<file path="config.mk">
export PLATFORM = sky130hd
export DESIGN_NAME = fifo_drain_ctrl
export DESIGN_NICKNAME = d
export VERILOG_FILES = /design/src/rtl/fifo_drain_ctrl.sv
export SDC_FILE = /design/constraint.sdc
export NUM_CORES = 1
export LEC_CHECK = 0
export CORE_ASPECT_RATIO = 0.9
export CORE_MARGIN = 3
export CORE_UTILIZATION = 35
export CTS_CLUSTER_DIAMETER = 30
export DETAILED_ROUTE_END_ITERATION = 10
export GPL_TIMING_DRIVEN = 0
export PLACE_DENSITY_LB_ADDON = 0.25
export SLEW_MARGIN = 25
export SYNTH_ARGS = -nofsm -noshare
export SYNTH_HDL_FRONTEND = slang
export SYNTH_SLANG_ARGS = --single-unit
</file>
<file path="constraint.sdc">
create_clock -name clk -period 4.5 [get_ports clk]
set_clock_uncertainty 0.05 [all_clocks]
set_input_delay 0.9 -clock clk [delete_from_list [all_inputs] [get_ports clk]]
set_output_delay 0.9 -clock clk [all_outputs]
set_load 0.05 [all_outputs]
</file>
<file path="src/rtl/fifo_drain_ctrl.sv">
// fifo_drain_ctrl
// Read-side controller for the push/pop FIFO. On a drain command it pops
// cmd_len entries from the FIFO into a 2-entry output buffer and presents
// them on a valid/ready stream. The final beat of the command is flagged
// with out_last, and done pulses once the buffer has emptied afterwards.
//
// Ports:
//   clk, rst        clock (posedge) and synchronous active-high reset
//   ready           registered, 1 from the first cycle after reset onward
//   fifo_empty      FIFO empty flag
//   fifo_po_en      pop request to the FIFO
//   fifo_po_data    FIFO head data, valid in the same cycle as fifo_po_en
//   cmd_valid       drain command request
//   cmd_ready       command accepted (high only when idle)
//   cmd_len         number of entries to drain
//   out_valid       output buffer non-empty
//   out_ready       downstream accept
//   out_data        buffer head data
//   out_last        buffer head is the final beat of the command
//   busy            a command is in progress
//   done            one-cycle pulse on command completion
//   pop_count       entries popped for the current command
module fifo_drain_ctrl #(
    parameter int WIDTH    = 10,
    parameter int DEPTH    = 32,
    parameter int LG_DEPTH = 5
) (
    input  logic                clk,
    input  logic                rst,
    output logic                ready,
    input  logic                fifo_empty,
    output logic                fifo_po_en,
    input  logic [WIDTH-1:0]    fifo_po_data,
    input  logic                cmd_valid,
    output logic                cmd_ready,
    input  logic [LG_DEPTH:0]   cmd_len,
    output logic                out_valid,
    input  logic                out_ready,
    output logic [WIDTH-1:0]    out_data,
    output logic                out_last,
    output logic                busy,
    output logic                done,
    output logic [LG_DEPTH:0]   pop_count
);

    localparam int CW = LG_DEPTH + 1;
    localparam logic [CW-1:0] CNT_ZERO = {CW{1'b0}};
    localparam logic [CW-1:0] CNT_ONE  = CW'(1);

    // The command length field must be able to express a full FIFO.
    if (DEPTH != (1 << LG_DEPTH)) begin : g_depth_check
        $error("fifo_drain_ctrl: DEPTH must equal 2**LG_DEPTH");
    end

    typedef enum logic [1:0] {
        S_IDLE  = 2'd0,
        S_DRAIN = 2'd1,
        S_FLUSH = 2'd2
    } state_t;

    state_t               state_r;
    state_t               state_s;
    logic [CW-1:0]        remaining_r;
    logic [CW-1:0]        pop_count_r;
    logic [WIDTH-1:0]     buf_data_r [2];
    logic                 buf_last_r [2];
    logic                 head_r;
    logic [1:0]           count_r;
    logic                 done_r;
    logic                 ready_r;
    logic                 pop_s;
    logic                 beat_s;
    logic                 tail_s;
    logic                 accept_s;

    // Pop/beat qualifiers; pop never looks at out_ready, only at registered
    // state, so backpressure cannot create a combinational path to the FIFO.
    always_comb begin
        pop_s    = (state_r == S_DRAIN) && !rst && !fifo_empty &&
                   (remaining_r != CNT_ZERO) && (count_r < 2'd2);
        beat_s   = (count_r != 2'd0) && out_ready;
        accept_s = (state_r == S_IDLE) && cmd_valid;
        tail_s   = head_r ^ count_r[0];
    end

    // Next-state logic.
    always_comb begin
        state_s = state_r;
        case (state_r)
            S_IDLE: begin
                if (cmd_valid) begin
                    state_s = (cmd_len != CNT_ZERO) ? S_DRAIN : S_FLUSH;
                end else begin
                    state_s = S_IDLE;
                end
            end
            S_DRAIN: begin
                if (pop_s && (remaining_r == CNT_ONE)) begin
                    state_s = S_FLUSH;
                end else begin
                    state_s = S_DRAIN;
                end
            end
            S_FLUSH: begin
                if (count_r == 2'd0) begin
                    state_s = S_IDLE;
                end else begin
                    state_s = S_FLUSH;
                end
            end
            default: state_s = S_IDLE;
        endcase
    end

    // State register, done pulse and ready flag.
    always_ff @(posedge clk) begin
        if (rst) begin
            state_r <= S_IDLE;
            done_r  <= 1'b0;
            ready_r <= 1'b1;
        end else begin
            state_r <= state_s;
            done_r  <= (state_r == S_FLUSH) && (count_r == 2'd0);
            ready_r <= 1'b1;
        end
    end

    // Command bookkeeping: remaining entries and pop counter.
    always_ff @(posedge clk) begin
        if (rst) begin
            remaining_r <= CNT_ZERO;
            pop_count_r <= CNT_ZERO;
        end else if (accept_s) begin
            remaining_r <= cmd_len;
            pop_count_r <= CNT_ZERO;
        end else if (pop_s) begin
            remaining_r <= remaining_r - CNT_ONE;
            pop_count_r <= pop_count_r + CNT_ONE;
        end else begin
            remaining_r <= remaining_r;
            pop_count_r <= pop_count_r;
        end
    end

    // Output buffer storage; a pop writes the slot just past the live entries.
    always_ff @(posedge clk) begin
        if (rst) begin
            buf_data_r[0] <= {WIDTH{1'b0}};
            buf_data_r[1] <= {WIDTH{1'b0}};
            buf_last_r[0] <= 1'b0;
            buf_last_r[1] <= 1'b0;
        end else if (pop_s) begin
            buf_data_r[tail_s] <= fifo_po_data;
            buf_last_r[tail_s] <= (remaining_r == CNT_ONE);
        end else begin
            buf_data_r <= buf_data_r;
            buf_last_r <= buf_last_r;
        end
    end

    // Output buffer head pointer and occupancy.
    always_ff @(posedge clk) begin
        if (rst) begin
            head_r  <= 1'b0;
            count_r <= 2'd0;
        end else begin
            if (beat_s) begin
                head_r <= ~head_r;
            end else begin
                head_r <= head_r;
            end
            case ({pop_s, beat_s})
                2'b10:   count_r <= count_r + 2'd1;
                2'b01:   count_r <= count_r - 2'd1;
                default: count_r <= count_r;
            endcase
        end
    end

    assign ready      = ready_r;
    assign fifo_po_en = pop_s;
    assign cmd_ready  = (state_r == S_IDLE);
    assign busy       = (state_r != S_IDLE);
    assign done       = done_r;
    assign pop_count  = pop_count_r;
    assign out_valid  = (count_r != 2'd0);
    assign out_data   = buf_data_r[head_r];
    // A stale last flag may sit in an emptied slot; only a live head counts.
    assign out_last   = (count_r != 2'd0) && buf_last_r[head_r];

endmodule

</file>
* After elaboration in Yosys (flattened, before gate mapping)
Cells that the tools add are included.
Widths: inputs -> output; s select.
** Storage, ports and cells
- Bits of input ports :: 21
- Flip-flop bits (word level) :: 40
- Output and inout bits :: 23
- Word-level logic and storage cells :: 68
** Cells by class
- Bitwise operators :: 4
- Equal/unequal tests :: 5
- Muxes and demuxes :: 20
- $lt $le $gt $ge :: 4
- Add/sub/neg operators :: 4
- Reduce and logical (&&, ||, !) cells :: 21
** Operators with widths (number)
- $mux 10 :: 4
- $bwmux 20 :: 1
- $mux 6 :: 2
- $reduce_bool 6->1 :: 2
- $demux 10 s1 :: 1
- $logic_and 1x1->1 :: 10
- $mux 2 :: 4
- $reduce_bool 2->1 :: 4
- $add 6x1->6 const B :: 1
- $eq 6x1->1 const B :: 1
- $pmux 2 s3 :: 1
- $sub 6x1->6 const B :: 1
- $eq 2x1->1 const B :: 2
- $eq 2x2->1 const B :: 2
- $ge 2x2->1 const B :: 2
- $logic_not 2->1 :: 2
- $mux 1 :: 4
- $not 1->2 :: 2
- $pmux 2 s2 :: 1
- $add 2x1->2 const B :: 1
- $bwmux 2 :: 1
- $logic_not 1->1 :: 2
- $lt 2x1->1 const B :: 1
- $lt 2x2->1 const B :: 1
- other kinds (5) :: 5

* Depth between registers and ports, before layout
Gate-level depths: netlist of the first run.
- Word-level depth :: 8
- Gate-level depth with buffers :: 8
- Depth with buffers taken out :: 8

* Least setup slack after synthesis of the first run
No wires, ideal clock.
- Path kind :: input port to output port
- Start :: input port rst
- End :: output port fifo_po_en
- Arrival :: 1.631 ns
- Buffers on the path :: 0
- Cell stages on the path :: 3
- Slack :: 1.919 ns
- Required time :: 3.550 ns
- Path through :: nor4_4 o211ai_4 inv_4
** Between the ends
- Word-level cells in the longest chain between the ends :: 5
** Ends and longest elaborated chain
- start: declaration :: RTL line 29 : input logic rst,
- $logic_not 1->1 :: RTL line 79 : pop_s = (state_r == S_DRAIN) && !rst && !fifo_empty &&
- $logic_and 1x1->1 (3 in a row) :: RTL line 79
- $logic_and 1x1->1 :: RTL line 80 : (remaining_r != CNT_ZERO) && (count_r < 2'd2);
- end: declaration :: RTL line 32 : output logic fifo_po_en,
No other way between the ends.

* Worst setup path in the final report of the first run
Ends and elaborated chain as after synthesis.

==> results of run 1 <==
state kept, by name, indices dropped and copies added (netlist names):
register,flops
buf_data_r,20
pop_count,6
remaining_r,6
buf_last_r,2
count_r,2
state_r,2
done,1
head_r,1
worst max-delay path, stage by stage:
cell and delay (ns):
sky130_fd_sc_hd__clkdlybuf4s50_1 0.49, sky130_fd_sc_hd__nor4_4 0.45, sky130_fd_sc_hd__o211ai_4 0.20, sky130_fd_sc_hd__inv_4 0.16, sky130_fd_sc_hd__clkdlybuf4s50_1 0.82
cells in the final DEF (no fill, tap or decap), types with 2 or more instances in the layout:
master and instances:
sky130_fd_sc_hd__ha_1 4, sky130_fd_sc_hd__nor4_1 2, sky130_fd_sc_hd__nor2_1 34, sky130_fd_sc_hd__xnor2_1 5, sky130_fd_sc_hd__nor3_1 4, sky130_fd_sc_hd__o21ai_0 2, sky130_fd_sc_hd__dfxtp_1 40, sky130_fd_sc_hd__a21oi_1 4
sky130_fd_sc_hd__or4_1 2, sky130_fd_sc_hd__clkdlybuf4s50_1 42, sky130_fd_sc_hd__xor2_1 2, sky130_fd_sc_hd__inv_1 7, sky130_fd_sc_hd__nand2_1 9, sky130_fd_sc_hd__mux2_2 10, sky130_fd_sc_hd__or3_1 2, sky130_fd_sc_hd__a211oi_1 3
sky130_fd_sc_hd__or4bb_1 2, sky130_fd_sc_hd__clkbuf_8 6, sky130_fd_sc_hd__nand4_1 3, sky130_fd_sc_hd__nand3_1 3, sky130_fd_sc_hd__a2bb2oi_1 2, sky130_fd_sc_hd__buf_4 4, sky130_fd_sc_hd__nand2b_1 2, sky130_fd_sc_hd__buf_6 2
sky130_fd_sc_hd__mux2i_1 27, sky130_fd_sc_hd__buf_1 2, sky130_fd_sc_hd__clkbuf_1 3
cells by family (layout without fill, tap and decap cells):
| group | after synthesis | after routing | share of synthesized area |
|---|---|---|---|
| other | 1 | 1 | 0.00190 |
| adder cells (fa/ha/maj) | 4 | 4 | 0.0254 |
| multiplexers | 37 | 37 | 0.194 |
| flip-flops | 40 | 40 | 0.407 |
| XOR/XNOR | 7 | 7 | 0.0311 |
| AO/OA/AOI/OAI | 21 | 21 | 0.0909 |
| buffers and inverters | 19 | 69 | 0.0527 |
| AND/OR/NAND/NOR | 73 | 73 | 0.197 |
worst paths after layout:
kind                  start            to  slack, ns  cells past startpoint
min            pop_count[5]  pop_count[5]       0.43                      2
max reg2reg  remaining_r[2]    count_r[1]       2.30                      5
min reg2reg    pop_count[5]  pop_count[5]       0.43                      2
max                     rst    fifo_po_en       0.53                      5
layer usage:
| layer | GRT usage | up-vias |
|---|---|---|
| li1 | - | 813 |
| met1 | 0.195 | 748 |
| met2 | 0.215 | 21 |
| met3 | 0.0333 | 6 |
| met4 | 0.0570 | 0 |
| met5 | 0 | - |
stage by stage:
stage	instance area, µm²	std cells	utilization	hold WS, ns	power, mW
final	2590	319	0.485	0.430	0.848
after global routing	2590	319	0.485	0.451	0.890
after CTS	2590	319	0.485	0.425	0.861
after detailed placement	2470	311	0.462	0.414	0.546
after global placement	2470	311	0.462	0.408	0.545
after floorplan	1970	202	-	0.408	0.491
layout make-up:
type | count | area, µm²
multi-input combinational | 143 | 1060
buffer | 11 | 71.3
clock buffer | 6 | 82.6
inverter | 8 | 32.5
tap | 67 | 83.8
timing repair buffer | 42 | 420
sequential | 40 | 801
clock inverter | 2 | 38.8
fill | 516 | 2750
where the power goes:
part / internal (mW) / total (mW) / leakage (nW) / switching [mW]
clock: 0.181 / 0.311 / 0.0614 / 0.130
combinational: 0.0679 / 0.157 / 0.727 / 0.0894
sequential: 0.366 / 0.380 / 0.324 / 0.0137
total: 0.615 / 0.848 / 1.11 / 0.233
==> impl_summary.txt, run 1 <==
----------------------------------------------------
[Global routing]
  Global route overflow ... 0
  Vias in the first global route ... 1555
  Combined global-route utilization of all metal layers ... 0.143
  Maximum number of pins on one net before global-route repair ... 14
  Global-route wire length before repair ... ~7.5 mm
  Initial antenna violation count ... 0

[Clock tree]
  Number of buffers inserted during clock tree synthesis ... 5
  Clock tree from TritonCTS ... done
  Count of hold-fix buffers inserted at cts ... 0
  Post-CTS setup buffer count ... 0
  Number of buffers between clock root and the deepest sink ... 2
  Buffer type at the clock tree root ... sky130_fd_sc_hd__clkbuf_8
  Post-cts sizing count ... 0
  Level count of the clock H-tree ... 2
  Clock-pin transition on the worst setup and hold timing paths ... roughly 0.07 ns
  Clock network latency to the later pin of the worst-skew pair ... 0.29 ns
  Sinks on Clock Net ... 40

[Synthesis]
  Synth Warn # ... 0
  Cell types with the largest area share after synthesis ... sky130_fd_sc_hd__dfxtp_1, sky130_fd_sc_hd__mux2i_1, sky130_fd_sc_hd__nor2_1, sky130_fd_sc_hd__mux2_2, sky130_fd_sc_hd__ha_1
  Number of enable-type register cells in the synthesized netlist ... 0
  Number of storage elements in the synthesis netlist ... 40
  Post-synthesis cell type count ... 47
  Sequential fraction of the synthesis area ... 0.407
  Largest area contributor in the synthesized netlist ... sky130_fd_sc_hd__dfxtp_1
  Number of instances in the synthesized netlist ... just over 200
  Most numerous cell in the Yosys netlist ... sky130_fd_sc_hd__dfxtp_1
  Post-synthesis async set-or-reset flop share ... 0
  Most frequently used flop master after synthesis ... sky130_fd_sc_hd__dfxtp_1
  Post-synthesis cell area ... about 2000 µm²
  Area fraction of the dominant cell type after synthesis ... 0.407
  Post-synthesis average cell area ... between 9 and 10 µm²
  Number of nets in the synthesized netlist ... 227
  Synth cell count leaders ... sky130_fd_sc_hd__dfxtp_1, sky130_fd_sc_hd__nor2_1, sky130_fd_sc_hd__mux2i_1, sky130_fd_sc_hd__mux2_2, sky130_fd_sc_hd__nand2_1

[Route]
  Total wirelength of the detailed-routed design ... 4.35 mm
  Drt wl/cell ... 13.6 µm
  Number of vias per cell ... 4.98
  Met2 wire length ... 2.02 mm
  Count of routing violations after the opening detailed-route iteration ... a little over 80
  Number of vias after detailed routing ... 1588
  Met3 WL post-DR ... around 120 µm
  Post-detailed-route count of antenna-violating nets ... 0
  Total iterations of the first detailed-routing run ... 4
  Top routing layer used ... met4
  DRC viols ... 0
  Met1 routed wirelength after detailed routing ... about 2.1 mm

[Cells and area]
  Relative area change from synthesis to final layout ... 31.8%
  Net count of the finished layout ... approximately 280
  Number of inserted diodes ... 0
  Share of layout cells above drive strength 1 ... 0.135

[Worst setup path]
  Critical path class ... in -> out
  CP required ... between 3 and 4 ns
  Startpoint kind of the worst setup timing path ... input pin
  Maximum fanout encountered on the critical timing path ... 10
  Critical Path End Type ... output port
  WP data arrival ... 3.02 ns

[Die]
  Placeable Area ... about 5300 µm²
  Initial core utilization ... 0.368
  Die outline area ... about 6600 µm²
  DIE HEIGHT ... 77.2 µm
  Boundary Pins ... 44
  Floorplan row count ... 25
  Die Span X ... roughly 85 µm

[Timing]
  Final hold violation count ... 0
  Setup TNS ... 0 ns
  Maximum clock rate ... 0.252 GHz
  Setup repair after global routing missed its margin ... no
  Setup violation total in the final timing report ... 0
  Transition time at the pin with the least slew margin ... roughly 0.78 ns
  Final cycle utilization of the critical path ... 0.882
  Slew Viols, Final ... 0
  Slew HR ... 0.475
  Worst Slack Setup Final ... 0.532 ns
  Min Clock Period, post-route ... between 3 and 4 ns

[Placed design]
  Gp weighted congestion ... approximately 0.72
  Worst Setup Slack post-DPL ... a little over 0.5 ns
  Detailed Place HPWL ... between 3 and 4 mm
  Number of buffer cells added on primary ports ... 42

[Power]
  Total power per unit cell area ... between 300 and 400 nW/µm²
  Leakage ... between 1 and 1.5 nW
  Worst IR Drop VDD ... 0.160 mV

[Job]
  Number of max-cap violations ... 0

[Status]
  Result of the run ... finished, final reports clean

[Worst hold path]
  Min-Delay Path Class ... reg -> reg

----------------------------------------------------
No activity file was read; power rests on OpenSTA's default activity.
==> run 2: changes to the inputs <==
--- a/config.mk
+++ b/config.mk
@@ -5,7 +5,7 @@
 export SDC_FILE = /design/constraint.sdc
 export NUM_CORES = 1
 export LEC_CHECK = 0
-export CORE_ASPECT_RATIO = 0.9
+export CORE_ASPECT_RATIO = 1.1
 export CORE_MARGIN = 3
 export CORE_UTILIZATION = 35
 export CTS_CLUSTER_DIAMETER = 30
==> constraint.sdc (replaced) <==
create_clock -name clk -period 3.4 [get_ports clk]
set_clock_uncertainty 0.05 [all_clocks]
set_input_delay 0.68 -clock clk [delete_from_list [all_inputs] [get_ports clk]]
set_output_delay 0.68 -clock clk [all_outputs]
set_load 0.05 [all_outputs]
==> run 2 against run 1 <==
  * Final cell count up 2.5%
  * Total power rose by 31%
  * Global-route usage shrank 0.46 points
  * Die area about the same
  * Sequential share of layout area barely moved
  * Clock power grew 29%
  * Critical path type unchanged
==> impl_summary.txt, run 2 (synthesized netlist as in run 1, its figures left out) <==
----------------------------------------------------
[Clock tree]
  Number of buffers between clock root and the deepest sink ... 2 (unchanged)
  Clock network latency to the later pin of the worst-skew pair ... 0.29 ns (about the same)
  Clock-pin transition on the worst setup and hold timing paths ... 0.09 ns (+0.02 ns)
  Clock tree from TritonCTS ... done
  Post-cts sizing count ... 1 (+1)
  Buffer type at the clock tree root ... sky130_fd_sc_hd__clkbuf_8
  Sinks on Clock Net ... 40 (unchanged)
  Number of buffers inserted during clock tree synthesis ... 5 (unchanged)
  Level count of the clock H-tree ... 2 (unchanged)
  Post-CTS setup buffer count ... 0 (unchanged)
  Count of hold-fix buffers inserted at cts ... 0 (unchanged)

[Cells and area]
  Final instance area ... 2600 µm² (about the same)
  Post-route non-filler standard cell count ... 327 (+2.5%)
  Relative area change from synthesis to final layout ... 31.9% (about the same)
  Number of inserted diodes ... 0 (unchanged)
  Register with the most flip-flops ... buf_data_r
  Flip-flop count of the largest register, all copies and words added ... 20 (unchanged)
  Share of layout cells above drive strength 1 ... 0.135 (unchanged)
  Layout fillers ... 542 (+5.0%)
  Leading cell type in the layout, fill and taps excluded ... sky130_fd_sc_hd__clkdlybuf4s50_1
  Leading cell types in the layout, fill and taps excluded ... sky130_fd_sc_hd__clkdlybuf4s50_1, sky130_fd_sc_hd__dfxtp_1, sky130_fd_sc_hd__nor2_1
  Net count of the finished layout ... 276 (unchanged)

[Timing]
  Slew HR ... 0.508 (+0.0330)
  Slew Viols, Final ... 0 (unchanged)
  Setup repair after global routing missed its margin ... no
  Maximum clock rate ... 0.309 GHz
  Final hold violation count ... 0 (unchanged)
  Final cycle utilization of the critical path ... 0.953
  Transition time at the pin with the least slew margin ... 0.731 ns (-0.0490 ns)
  Worst hold slack ... 0.430 ns (-0.000141 ns)
  Min Clock Period, post-route ... 3.24 ns
  Setup violation total in the final timing report ... 0 (unchanged)

[Placed design]
  Number of buffer cells added on primary ports ... 42 (unchanged)
  Total cell area at the placement stage ... 2480 µm² (+0.40%)
  Detailed Place HPWL ... 3.07 mm (-5.5%)
  Placed insts ... 319 (+2.6%)
  Gp weighted congestion ... 0.723 (+0.12%)

[Route]
  Count of routing violations after the opening detailed-route iteration ... 91 (+12%)
  Number of vias after detailed routing ... 1571 (-1.1%)
  Total iterations of the first detailed-routing run ... 4 (unchanged)
  Drt wl/cell ... 12.8 µm (-6.0%)
  Total wirelength of the detailed-routed design ... 4.20 mm (-3.6%)
  DRC viols ... 0 (unchanged)
  Post-detailed-route count of antenna-violating nets ... 0 (unchanged)
  Number of vias per cell ... 4.80 (-3.5%)

[Die]
  Initial core utilization ... 0.363 (-0.00551)
  DIE HEIGHT ... 84.7 µm (+9.7%)
  Floorplan row count ... 28 (+12%)
  Die outline area ... 6560 µm² (about the same)
  Die Span X ... 77.5 µm (-8.9%)
  Boundary Pins ... 44 (unchanged)
  Placeable Area ... 5430 µm² (+1.5%)

[Power]
  Total chip power ... 1.11 mW (+31%)
  Worst IR Drop VDD ... 0.234 mV (+46%)
  Leakage ... 1.11 nW (-0.19%)
  Total power per unit cell area ... 427 nW/µm² (+31%)

[Global routing]
  Global route overflow ... 0 (unchanged)
  Vias in the first global route ... 1567 (+0.77%)
  Initial antenna violation count ... 0 (unchanged)
  Global-route wire length before repair ... 7.27 mm (-3.6%)
  Combined global-route utilization of all metal layers ... 0.138 (-0.00458)
  Maximum number of pins on one net before global-route repair ... 15 (+1)

[Worst setup path]
  Startpoint kind of the worst setup timing path ... input pin
  Maximum fanout encountered on the critical timing path ... 10 (unchanged)
  CP startpoint ... rst
  Critical path class ... in -> out
  Critical Path End Type ... output port
  CP required ... 2.67 ns (-0.88 ns)
  Launch point of the worst reg-to-reg path ... remaining_r[2]
  WP data arrival ... 2.51 ns (-0.51 ns)

[Job]
  Number of max-cap violations ... 0 (unchanged)

[Worst hold path]
  Min-Delay Path Class ... reg -> reg
  Min-Delay Startpoint ... pop_count[5]

[Status]
  Result of the run ... finished, final reports clean

----------------------------------------------------
[run 2: changes by cell type in the layout (fill, tap and decap cells not counted)]
cell and change:
sky130_fd_sc_hd__clkbuf_8 -1, sky130_fd_sc_hd__clkdlybuf4s50_1 -1, sky130_fd_sc_hd__inv_6 +1, sky130_fd_sc_hd__clkinvlp_4 +1
sky130_fd_sc_hd__clkinv_4 -1, sky130_fd_sc_hd__dlygate4sd2_1 +1
[run 2: final timing paths]
path	endpoint	slack [ns]	cells after the start
worst min-delay path	pop_count[5]	0.43	2
worst min register to register	pop_count[5]	0.43	2
worst max-delay path	fifo_po_en	0.16	5
worst max register to register	count_r[1]	1.21	5
[run 2: report_power, final]
group	total, mW	internal, mW	switching [mW]
Sequential	0.502	0.484	0.0180
Combinational	0.206	0.0896	0.116
Clock	0.401	0.221	0.180
[run 2: per-stage QoR]
step	worst slack, ns	setup TNS (ns)	util
6_report	0.161	0	0.478
5_1_grt	0.0463	0	0.478
4_1_cts	0.144	0	0.478
3_3_place_gp	-0.146	-0.146	0.457
3_5_place_dp	-0.130	-0.130	0.457
2_1_floorplan	1.15	0	-
[run 2: area by class of cell]
| type | instances | area, µm² | share of cell area |
|---|---|---|---|
| Multi-Input combinational cell | 143 | 1060 | 0.410 |
| Inverter | 8 | 32.5 | 0.0125 |
| Tap cell | 75 | 93.8 | 0.0361 |
| Buffer | 11 | 71.3 | 0.0275 |
| Sequential cell | 40 | 801 | 0.308 |
| Timing Repair Buffer | 42 | 419 | 0.161 |
| Clock inverter | 3 | 46.3 | 0.0178 |
| Clock buffer | 5 | 68.8 | 0.0265 |
[run 2: metal layers]
| layer | up-vias | GRT usage | wire (µm) |
|---|---|---|---|
| li1 | 811 | - | - |
| met1 | 717 | 0.180 | 2030 |
| met5 | - | 0 | 0 |
| met4 | 0 | 0.0599 | 75 |
| met2 | 37 | 0.218 | 1920 |
| met3 | 6 | 0.0343 | 172 |
[run 2: worst max-delay path, stage by stage]
cell                              delay, ns
sky130_fd_sc_hd__clkdlybuf4s50_1       0.48
sky130_fd_sc_hd__nor4_4                0.44
sky130_fd_sc_hd__o211ai_4              0.20
sky130_fd_sc_hd__inv_4                 0.16
sky130_fd_sc_hd__dlygate4sd2_1         0.55
==> run 3: changes to the inputs <==
--- a/config.mk
+++ b/config.mk
@@ -11,7 +11,7 @@
 export CTS_CLUSTER_DIAMETER = 30
 export DETAILED_ROUTE_END_ITERATION = 10
 export GPL_TIMING_DRIVEN = 0
-export PLACE_DENSITY_LB_ADDON = 0.25
+export PLACE_DENSITY = 0.72
 export SLEW_MARGIN = 25
 export SYNTH_ARGS = -nofsm -noshare
 export SYNTH_HDL_FRONTEND = slang
==> run 3 against run 2 <==
  * Setup slack better by 0.012 ns
  * Design area stayed put
  * Global-route usage is 0.12 points lower
  * Critical path type unchanged
  * Total power is 0.18% lower
==> impl_summary.txt, run 3 (synthesized netlist as in run 1, its figures left out) <==
----------------------------------------------------
[Global routing]
  Initial antenna violation count ... 0 (unchanged)
  Maximum number of pins on one net before global-route repair ... 15 (unchanged)
  Global routing usage on met2 ... 0.232 (+0.0141)
  Vias in the first global route ... 1545 (-1.4%)
  Met1 Resource Use GR ... 0.174 (-0.00512)
  Global route overflow ... 0 (unchanged)
  GRT met3 Usage ... 0.0365 (+0.00215)
  Global-route wire length before repair ... 7.29 mm (+0.29%)
  Combined global-route utilization of all metal layers ... 0.137 (-0.00124)
  GRT Max-Usage Layer ... met2

[Timing]
  Worst hold slack ... 0.429 ns (-0.00170 ns)
  Maximum clock rate ... 0.310 GHz (+0.37%)
  Setup violation total in the final timing report ... 0 (unchanged)
  Setup repair after global routing missed its margin ... no
  Transition time at the pin with the least slew margin ... 0.728 ns (-0.00316 ns)
  Slew HR ... 0.510 (+0.00212)
  Min Clock Period, post-route ... 3.23 ns (-0.0119 ns)
  Slew Viols, Final ... 0 (unchanged)
  Setup TNS ... 0 ns (unchanged)
  Final cycle utilization of the critical path ... 0.949 (-0.00349)
  Final hold violation count ... 0 (unchanged)

[Cells and area]
  Number of inserted diodes ... 0 (unchanged)
  Final instance area ... 2600 µm² (unchanged)
  Share of layout cells above drive strength 1 ... 0.135 (unchanged)
  Reg area ... 801 µm² (unchanged)
  Leading cell types in the layout, fill and taps excluded ... sky130_fd_sc_hd__clkdlybuf4s50_1, sky130_fd_sc_hd__dfxtp_1, sky130_fd_sc_hd__nor2_1
  Multi-input gate area in the final layout ... 1060 µm² (unchanged)
  Register with the most flip-flops ... buf_data_r
  Post-route non-filler standard cell count ... 327 (unchanged)
  Layout fillers ... 530 (-2.2%)
  Net count of the finished layout ... 276 (unchanged)
  Flip-flop count of the largest register, all copies and words added ... 20 (unchanged)
  Leading cell type in the layout, fill and taps excluded ... sky130_fd_sc_hd__clkdlybuf4s50_1
  Relative area change from synthesis to final layout ... 31.9% (unchanged)

[Route]
  Count of routing violations after the opening detailed-route iteration ... 71 (-22%)
  Total wirelength of the detailed-routed design ... 4.19 mm (-0.14%)
  DRC viols ... 0 (unchanged)
  Number of vias per cell ... 4.92 (+2.4%)
  Total iterations of the first detailed-routing run ... 4 (unchanged)
  Post-detailed-route count of antenna-violating nets ... 0 (unchanged)
  Number of vias after detailed routing ... 1609 (+2.4%)
  Drt wl/cell ... 12.8 µm (-0.14%)

[Job]
  Number of max-cap violations ... 0 (unchanged)

[Power]
  Total power per unit cell area ... 426 nW/µm² (-0.18%)
  Worst IR Drop VDD ... 0.270 mV (+15%)
  Total chip power ... 1.11 mW (-0.18%)
  Leakage ... 1.11 nW (unchanged)

[Clock tree]
  Number of buffers inserted during clock tree synthesis ... 5 (unchanged)
  Clock tree from TritonCTS ... done
  Clock-pin transition on the worst setup and hold timing paths ... 0.08 ns (about the same)
  Level count of the clock H-tree ... 2 (unchanged)
  Sinks on Clock Net ... 40 (unchanged)
  Post-CTS setup buffer count ... 0 (unchanged)
  Buffer type at the clock tree root ... sky130_fd_sc_hd__clkbuf_8
  Number of buffers between clock root and the deepest sink ... 2 (unchanged)
  Clock network latency to the later pin of the worst-skew pair ... 0.29 ns (about the same)

[Status]
  Result of the run ... finished, final reports clean

[Worst setup path]
  Maximum fanout encountered on the critical timing path ... 10 (unchanged)
  Critical-path cell with the highest stage delay ... sky130_fd_sc_hd__dlygate4sd2_1
  Delay of the slowest cell on the worst path ... 0.55 ns (about the same)
  Cell Chain, Critical Path ... clkdlybuf4s50_1 > nor4_4 > o211ai_4 > inv_4 > dlygate4sd2_1
  Critical Path End Type ... output port
  Number of buffer and inverter instances along the worst setup path ... 3 (unchanged)
  WP data arrival ... 2.50 ns (about the same)
  Critical path class ... in -> out
  Kind of cell with the highest combined delay on the critical path ... buffers and inverters
  CP required ... 2.67 ns (about the same)
  Startpoint kind of the worst setup timing path ... input pin

[Die]
  Floorplan row count ... 28 (unchanged)
  Initial core utilization ... 0.363 (unchanged)
  Boundary Pins ... 44 (unchanged)
  Die outline area ... 6560 µm² (unchanged)
  DIE HEIGHT ... 84.7 µm (unchanged)
  Die Span X ... 77.5 µm (unchanged)
  Placeable Area ... 5430 µm² (unchanged)

[Worst hold path]
  Min-Delay Path Class ... reg -> reg

[Placed design]
  Total cell area at the placement stage ... 2480 µm² (unchanged)
  Detailed Place HPWL ... 3.16 mm (+2.8%)
  Placed insts ... 319 (unchanged)
  Number of buffer cells added on primary ports ... 42 (unchanged)
  Gp weighted congestion ... 0.776 (+7.3%)

----------------------------------------------------
## run 3: cell counts in the layout (fill, tap and decap cells not counted)
No cell type changed its count.
## run 3: worst min-delay path: stages, from the launching register on
cell and delay (ns):
sky130_fd_sc_hd__dfxtp_1 0.33, sky130_fd_sc_hd__nand2_1 0.06, sky130_fd_sc_hd__mux2i_1 0.05
## run 3: final cells by class
type	count	share of cell area
Inverter	8	0.0125
Multi-Input combinational cell	143	0.410
Clock inverter	3	0.0178
Clock buffer	5	0.0265
Timing Repair Buffer	42	0.161
Buffer	11	0.0275
Tap cell	75	0.0361
Sequential cell	40	0.308
## run 3: per-layer routing
metal  vias up  share of wire
li1        810              -
met1       755           0.46
met2        38           0.48
met3         6          0.049
met4         0         0.0086
met5         -              0
## run 3: final timing paths
check	startpoint	to	slack [ns]	depth (start not counted)
max	rst	fifo_po_en	0.17	5
min	pop_count[5]	pop_count[5]	0.43	2
max reg2reg	remaining_r[2]	count_r[1]	1.22	5
min reg2reg	pop_count[5]	pop_count[5]	0.43	2
## run 3: metrics by stage
stage                     worst slack [ns]  utilization
after floorplan                       1.15            -
after detailed placement            -0.120        0.457
after global placement              -0.129        0.457
after CTS                            0.151        0.478
final                                0.173        0.478
after global routing                0.0590        0.478
## run 3: report_power, final
| part | total, mW | switching [mW] | internal (mW) |
|---|---|---|---|
| registers | 0.502 | 0.0182 | 0.484 |
| logic | 0.207 | 0.117 | 0.0895 |
| clock network | 0.398 | 0.177 | 0.221 |
## run 3: what timing repair did
item,4_1_cts,5_1_grt
gates resized for setup,1,0
hold buffers,0,0
endpoints found under the setup margin,1,0
